**src/rtl/snn_lif_core.sv**
```systemverilog
// snn_lif_core: N_NEURONS leaky integrate-and-fire neurons sharing one weight memory.
// An accepted sensor event adds weight row [in_addr] into every membrane potential
// (saturating), then a scan fires neurons at or above THRESHOLD into an output FIFO.
// A tick requests one leak step: V <- V - (V >>> LEAK_SHIFT).
//
// Ports:
//   clock, reset_n           clock (rising edge), asynchronous active-low reset
//   in_valid/in_ready/in_addr sensor event handshake and address
//   tick                     timestep pulse requesting leak
//   wmem_we/waddr/wdata      weight write port, address = input*N_NEURONS + neuron
//   out_ren                  pop output FIFO
//   out_addr                 FIFO head (first-word fall-through), 0 while empty
//   out_empty/out_full       FIFO status
//   busy                     FSM not idle
module snn_lif_core #(
  parameter int unsigned N_NEURONS  = 16,
  parameter int unsigned N_INPUTS   = 16,
  parameter int unsigned W_WIDTH    = 8,
  parameter int unsigned V_WIDTH    = 16,
  parameter int unsigned THRESHOLD  = 64,
  parameter int unsigned LEAK_SHIFT = 4,
  parameter int unsigned OUT_DEPTH  = 8
) (
  input  logic                                    clock,
  input  logic                                    reset_n,
  input  logic                                    in_valid,
  output logic                                    in_ready,
  input  logic [$clog2(N_INPUTS)-1:0]             in_addr,
  input  logic                                    tick,
  input  logic                                    wmem_we,
  input  logic [$clog2(N_INPUTS*N_NEURONS)-1:0]   wmem_waddr,
  input  logic signed [W_WIDTH-1:0]               wmem_wdata,
  input  logic                                    out_ren,
  output logic [$clog2(N_NEURONS)-1:0]            out_addr,
  output logic                                    out_empty,
  output logic                                    out_full,
  output logic                                    busy
);

  localparam int unsigned NW = $clog2(N_NEURONS);
  localparam int unsigned IW = $clog2(N_INPUTS);
  localparam int unsigned AW = $clog2(N_INPUTS * N_NEURONS);
  localparam int unsigned FW = $clog2(OUT_DEPTH);

  localparam logic [NW:0] CntOne      = 1;
  localparam logic [NW:0] CntAccLast  = N_NEURONS;
  localparam logic [NW:0] CntScanLast = N_NEURONS - 1;
  localparam logic signed [V_WIDTH-1:0] Thr = V_WIDTH'(THRESHOLD);
  localparam logic [V_WIDTH-1:0] VMax = {1'b0, {(V_WIDTH-1){1'b1}}};
  localparam logic [V_WIDTH-1:0] VMin = {1'b1, {(V_WIDTH-1){1'b0}}};

  typedef enum logic [1:0] {StIdle, StAccum, StScan, StLeak} state_e;

  state_e                      r_state, w_state_nxt;
  logic [NW:0]                 r_cnt, w_cnt_nxt;
  logic [IW-1:0]               r_addr;
  logic                        r_tick_pend, w_tick_pend_nxt;
  logic                        w_load;
  logic signed [V_WIDTH-1:0]   r_v     [N_NEURONS];
  logic signed [V_WIDTH-1:0]   w_v_nxt [N_NEURONS];

  logic signed [W_WIDTH-1:0]   r_wmem  [N_INPUTS*N_NEURONS];
  logic signed [W_WIDTH-1:0]   r_rdata;
  logic [AW-1:0]               w_raddr;

  logic [NW-1:0]               r_fifo  [OUT_DEPTH];
  logic [FW:0]                 r_wptr, r_rptr;
  logic                        w_push, w_pop, w_full, w_empty;

  logic [NW-1:0]               w_acc_idx, w_scan_idx;
  logic signed [V_WIDTH-1:0]   w_acc_old;
  logic [V_WIDTH:0]            w_sum;
  logic [V_WIDTH-1:0]          w_sat;
  logic                        w_fire, w_scan_adv;

  // Weight memory: read issued in ACCUM cycle k targets neuron k of the latched row.
  assign w_raddr = {r_addr, r_cnt[NW-1:0]};

  always_ff @(posedge clock) begin
    if (wmem_we) r_wmem[wmem_waddr] <= wmem_wdata;
    r_rdata <= r_wmem[w_raddr];
  end

  // Read data arriving in ACCUM cycle k belongs to neuron k-1 (wraps to N-1 when k == N).
  assign w_acc_idx = r_cnt[NW-1:0] - NW'(1);
  assign w_acc_old = r_v[w_acc_idx];
  assign w_sum     = {w_acc_old[V_WIDTH-1], w_acc_old}
                   + {{(V_WIDTH+1-W_WIDTH){r_rdata[W_WIDTH-1]}}, r_rdata};

  // Overflow when the two top bits of the widened sum disagree; clamp by true sign.
  always_comb begin
    w_sat = w_sum[V_WIDTH-1:0];
    if (w_sum[V_WIDTH] != w_sum[V_WIDTH-1]) w_sat = w_sum[V_WIDTH] ? VMin : VMax;
  end

  assign w_scan_idx = r_cnt[NW-1:0];
  assign w_fire     = (r_v[w_scan_idx] >= Thr);
  assign w_push     = (r_state == StScan) && w_fire && !w_full;
  // A firing neuron holds the scan until the FIFO has room.
  assign w_scan_adv = (r_state == StScan) && (!w_fire || !w_full);

  always_comb begin
    w_state_nxt     = r_state;
    w_cnt_nxt       = r_cnt;
    w_tick_pend_nxt = r_tick_pend | tick;
    w_load          = 1'b0;
    for (int j = 0; j < int'(N_NEURONS); j++) w_v_nxt[j] = r_v[j];
    unique case (r_state)
      StIdle: begin
        w_cnt_nxt = '0;
        if (r_tick_pend) begin
          w_state_nxt = StLeak;
        end else if (in_valid) begin
          w_load      = 1'b1;
          w_state_nxt = StAccum;
        end
      end
      StAccum: begin
        if (r_cnt != '0) w_v_nxt[w_acc_idx] = w_sat;
        if (r_cnt == CntAccLast) begin
          w_state_nxt = StScan;
          w_cnt_nxt   = '0;
        end else begin
          w_cnt_nxt = r_cnt + CntOne;
        end
      end
      StScan: begin
        if (w_scan_adv) begin
          if (w_fire) w_v_nxt[w_scan_idx] = '0;
          if (r_cnt == CntScanLast) begin
            w_state_nxt = StIdle;
            w_cnt_nxt   = '0;
          end else begin
            w_cnt_nxt = r_cnt + CntOne;
          end
        end
      end
      StLeak: begin
        for (int j = 0; j < int'(N_NEURONS); j++) w_v_nxt[j] = r_v[j] - (r_v[j] >>> LEAK_SHIFT);
        // Any tick arriving now merges into this leak.
        w_tick_pend_nxt = 1'b0;
        w_state_nxt     = StIdle;
      end
      default: w_state_nxt = StIdle;
    endcase
  end

  always_ff @(posedge clock or negedge reset_n) begin
    if (!reset_n) begin
      r_state     <= StIdle;
      r_cnt       <= '0;
      r_addr      <= '0;
      r_tick_pend <= 1'b0;
      for (int j = 0; j < int'(N_NEURONS); j++) r_v[j] <= '0;
    end else begin
      r_state     <= w_state_nxt;
      r_cnt       <= w_cnt_nxt;
      r_tick_pend <= w_tick_pend_nxt;
      if (w_load) r_addr <= in_addr;
      for (int j = 0; j < int'(N_NEURONS); j++) r_v[j] <= w_v_nxt[j];
    end
  end

  // Output FIFO, extra pointer bit separates full from empty.
  assign w_empty = (r_wptr == r_rptr);
  assign w_full  = (r_wptr[FW] != r_rptr[FW]) && (r_wptr[FW-1:0] == r_rptr[FW-1:0]);
  assign w_pop   = out_ren && !w_empty;

  always_ff @(posedge clock) begin
    if (w_push) r_fifo[r_wptr[FW-1:0]] <= w_scan_idx;
  end

  always_ff @(posedge clock or negedge reset_n) begin
    if (!reset_n) begin
      r_wptr <= '0;
      r_rptr <= '0;
    end else begin
      if (w_push) r_wptr <= r_wptr + 1'b1;
      if (w_pop)  r_rptr <= r_rptr + 1'b1;
    end
  end

  assign out_addr  = w_empty ? '0 : r_fifo[r_rptr[FW-1:0]];
  assign out_empty = w_empty;
  assign out_full  = w_full;
  assign busy      = (r_state != StIdle);
  assign in_ready  = reset_n && (r_state == StIdle) && !r_tick_pend;

endmodule

```
**config.mk**
```make
export PLATFORM = sky130hd
export DESIGN_NAME = snn_lif_core
export DESIGN_NICKNAME = d
export VERILOG_FILES = /design/src/rtl/snn_lif_core.sv
export SDC_FILE = /design/constraint.sdc
export NUM_CORES = 2
export LEC_CHECK = 0
export ABC_CLOCK_PERIOD_IN_PS = 14200
export BUFFER_PORTS_ARGS = -buffer_cell sky130_fd_sc_hd__clkbuf_2
export CAP_MARGIN = 20
export CORE_MARGIN = 10
export CORE_UTILIZATION = 45
export DETAILED_ROUTE_END_ITERATION = 8
export SYNTH_ARGS = -nofsm -noshare
export SYNTH_HDL_FRONTEND = slang
export SYNTH_SLANG_ARGS = --single-unit
export TNS_END_PERCENT = 1
```
**constraint.sdc**
```tcl
create_clock -name clock -period 14.2 [get_ports clock]
set_clock_uncertainty 0.2 [all_clocks]
set_input_delay 2.13 -clock clock [delete_from_list [all_inputs] [get_ports clock]]
set_output_delay 2.13 -clock clock [all_outputs]
set_load 0.02 [all_outputs]
```
==> metrics.log <==
INFO  metric place.detailed.hpwl = 186.4 mm
INFO  metric warnings_from_yosys = 0
INFO  metric syn-cell-area = 107400 µm²
INFO  metric synth_simple_gate_area_share = 0.03966
INFO  metric initial_utilization = 0.4520
INFO  metric grt_pass1_wl = 428.0 mm
INFO  metric initialDrtViolationCount = 7108
INFO  metric grt_remaining_overflow = 0
INFO  metric synthArstFlopShare = 0.1168
INFO  metric die_x = 508.5 µm
INFO  metric cell_chosen_for_the_clock_root = clkbuf_16
INFO  metric number_of_placed_cells_counting_well_taps = 9262
INFO  metric synthTopCellsByArea = edfxtp_1, mux4_2, dfrtp_1, ha_1, o2bb2ai_1
INFO  metric clkTransAtPathRegs = 0.06 ns
INFO  metric initial_antenna_violation_count = 13
INFO  metric critPathRequiredTime = 14.69 ns
INFO  metric layoutNonFillerInstCount = 9710
INFO  metric synth-seq-cells = 2364
INFO  metric period_share = 0.5901
INFO  metric post_route_cells_drive_above_1_share = 0.1960
INFO  metric fmax = 119.3 MHz
INFO  metric port-buffer-count = 33
INFO  metric place.gp.congestion = 0.9116
INFO  metric maxSlewHeadroom = 0.1328
INFO  metric finalWirelength = 292.7 mm
INFO  metric grt_pass1_vias = 60720
INFO  metric worstMarginPinSlew = 1.301 ns
INFO  metric grt_util_met2 = 0.3609
INFO  metric clkLatencyLatePin = 0.88 ns
INFO  metric grt_use_total = 0.2225
INFO  metric postCtsSetupBuffers = 0
INFO  metric setup_total_negative_slack = 0 ns
INFO  metric routing_usage_on_met3 = 0.03661
INFO  metric crit_arrival = 8.87 ns
INFO  metric postCtsHoldBufs = 0
INFO  metric maxSlewViolCount = 0
INFO  metric worst_setup_path_start_kind = flip-flop
INFO  metric ctsLongestPathBuffers = 3
INFO  metric cts_resized = 0
INFO  metric synthesized_area_fraction_occupied_by_ao_oa_aoi_and_oai_cells = 0.07622
INFO  metric ys_types = 74
INFO  metric average_detailed_routed_wire_length_per_instance = 30.14 µm
INFO  metric sequence_of_cells_on_the_critical_path = inv_1, ha_4, buf_4, mux4_2, mux4_2, ha_1, fa_1, a211oi_1, nor2_1, o211ai_1, o211ai_1, o21ai_1, nand2_1, a22oi_1, o2bb2ai_1
INFO  metric power.static_leakage = 38.17 nW
INFO  metric crit_path_max_fanout = 48
INFO  metric worstSetupPathType = flip-flop to flip-flop
INFO  metric io_pins = 34
INFO  metric cts_sinks = 2364
INFO  metric timing.critical_path.slowest_cell_delay = 1.00 ns
INFO  metric synth-seq-area-share = 0.6474
INFO  metric routed-via-count = 60480
INFO  metric dominant_combinational_cell_family_by_area_after_synthesis = multiplexers
INFO  metric post-synth-top-count-cell = edfxtp_1
INFO  metric r2r_slack = 5.82 ns
INFO  metric cp-end-kind = flip-flop
INFO  metric synth_commonest_cells = edfxtp_1, mux4_2, nor2_1
INFO  metric worst_path_max_delay_cell = nand2_1
INFO  metric maxCapViolations = 0
INFO  metric power.ir.vdd_worst = 0.2932 mV
INFO  metric synth.area.mux_share = 0.1626
INFO  metric floorplan.rows = 179
INFO  metric nets = 6652
INFO  metric tritoncts.num_buffers = 239
INFO  metric htree_levels = 4
INFO  metric die_area = 258600 µm²
INFO  metric vias_per_cell = 6.229
INFO  metric synth-adder-area-share = 0.03486
INFO  metric drt_first_pass_iters = 8
INFO  metric report.final.hold_viol_count = 0
INFO  metric run_status = complete, no violations
INFO  metric die_height = 508.5 µm
INFO  metric post-route-drc-count = 0
INFO  metric post-synth-top-area-fraction = 0.5816
INFO  metric min_period = 8.380 ns
INFO  metric groute.layer.met1.usage = 0.3066
INFO  metric synthesis.instances = 6328
INFO  metric synth_area_leader_cell = edfxtp_1
INFO  metric hold_path.class = flip-flop to flip-flop
INFO  metric grt_most_used_layer = met2
INFO  metric power_per_cell_area = 225.7 nW/µm²
INFO  metric rsz0062_at_grt = false
INFO  metric syn_nets = 6643
INFO  metric synth_area_per_cell = 16.97 µm²
INFO  metric area_delta_synth_final = 10.93%
INFO  metric grt_max_degree = 162
INFO  metric synth-xor-area-share = 0.01484
INFO  metric synthFlopType = edfxtp_1
INFO  metric synth-edff-count = 2080
INFO  metric coreArea = 237600 µm²
INFO  metric ant_nets = 0
INFO  metric tritoncts = done
INFO  metric timing.final.setup_violations = 0
[worst paths after layout]
check / from / end / cells after the start
setup / recovery: r_cnt[0] / flip-flop / 15
hold / removal: r_rptr[3] / r_rptr[3] / 1
setup reg to reg: r_cnt[0] / flip-flop / 15
hold reg to reg: r_rptr[3] / r_rptr[3] / 1
max in group asynchronous: reset_n / asynchronous set/reset pin / 3
min in group asynchronous: reset_n / r_rptr[1] / 1
[metrics by stage]
stage,area (µm²),power (mW),worst slack [ns],util,hold WS [ns]
after floorplan,107400,16.25,8.020,-,0.2652
after global placement,110900,20.16,6.098,0.4667,0.2829
after detailed placement,110900,20.25,5.995,0.4667,0.2845
after CTS,119100,26.82,5.967,0.5012,0.2992
after global routing,119100,28.01,5.464,0.5013,0.3265
final,119100,26.89,5.820,0.5013,0.2953
[cell type report]
cell class | count | area [µm²]
diodes | 1 | 2.502
clock buffers | 285 | 6287
clock inverters | 161 | 1924
fillers | 19330 | 118500
inverters | 297 | 1122
multi-input cells | 3323 | 35370
flip-flops and latches | 2364 | 69540
well taps | 3167 | 3963
repair buffers | 112 | 923.4
[layer usage]
| layer | share of wire | routed length [µm] |
|---|---|---|
| met1 | 0.41 | 120700 |
| met2 | 0.48 | 141300 |
| met3 | 0.064 | 18720 |
| met4 | 0.040 | 11790 |
| met5 | 0.00037 | 109 |
[placed cells by master, fill, tap and decap left out, types with 18 or more instances in the layout]
master / Yosys / layout
nor2_1: 461 / 461
ha_1: 272 / 270
a21oi_1: 196 / 196
mux4_2: 768 / 768
a211oi_1: 50 / 50
nand2b_1: 82 / 82
o2bb2ai_1: 252 / 252
a31oi_1: 27 / 27
xor2_1: 42 / 42
inv_1: 296 / 296
bufinv_16: 0 / 37
nand2_1: 136 / 136
edfxtp_1: 2080 / 2080
clkbuf_1: 224 / 36
buf_4: 12 / 73
a41oi_1: 19 / 19
nor2b_1: 38 / 38
dfrtp_1: 276 / 271
nand3_1: 64 / 55
nand4_1: 29 / 29
clkbuf_2: 0 / 24
o21bai_1: 33 / 33
o21ai_0: 117 / 117
o22ai_1: 20 / 20
nor3_1: 71 / 71
clkinv_1: 0 / 58
a22oi_1: 161 / 161
a2bb2oi_1: 30 / 30
clkinv_2: 0 / 38
a32oi_1: 31 / 31
a21o_1: 35 / 35
o31ai_1: 18 / 18
o21a_1: 22 / 22
clkbuf_16: 0 / 242
xnor2_1: 140 / 138
[power by group]
| group | switching (mW) | internal, mW |
|---|---|---|
| combinational | 7.33 | 4.60 |
| clock | 2.73 | 3.83 |
| sequential | 0.559 | 7.84 |
| total | 10.6 | 16.3 |
[cell families after synthesis]
family          count (synthesis)
flops                        2364
mux                           784
buf+inv                       641
xor+xnor                      182
compound gates               1126
simple gates                  942
fa+ha+maj                     289
[critical path, delay by kind of cell, from the launching register on]
family | cells | cell delay, ns
multiplexers | 2 | 1.05
AND/OR/NAND/NOR | 2 | 1.14
buffers and inverters | 2 | 1.02
AO/OA/AOI/OAI | 6 | 2.37
adder cells (fa/ha/maj) | 3 | 1.50
flip-flops | 1 | 0.91
Power figures use the tool's default switching activity.
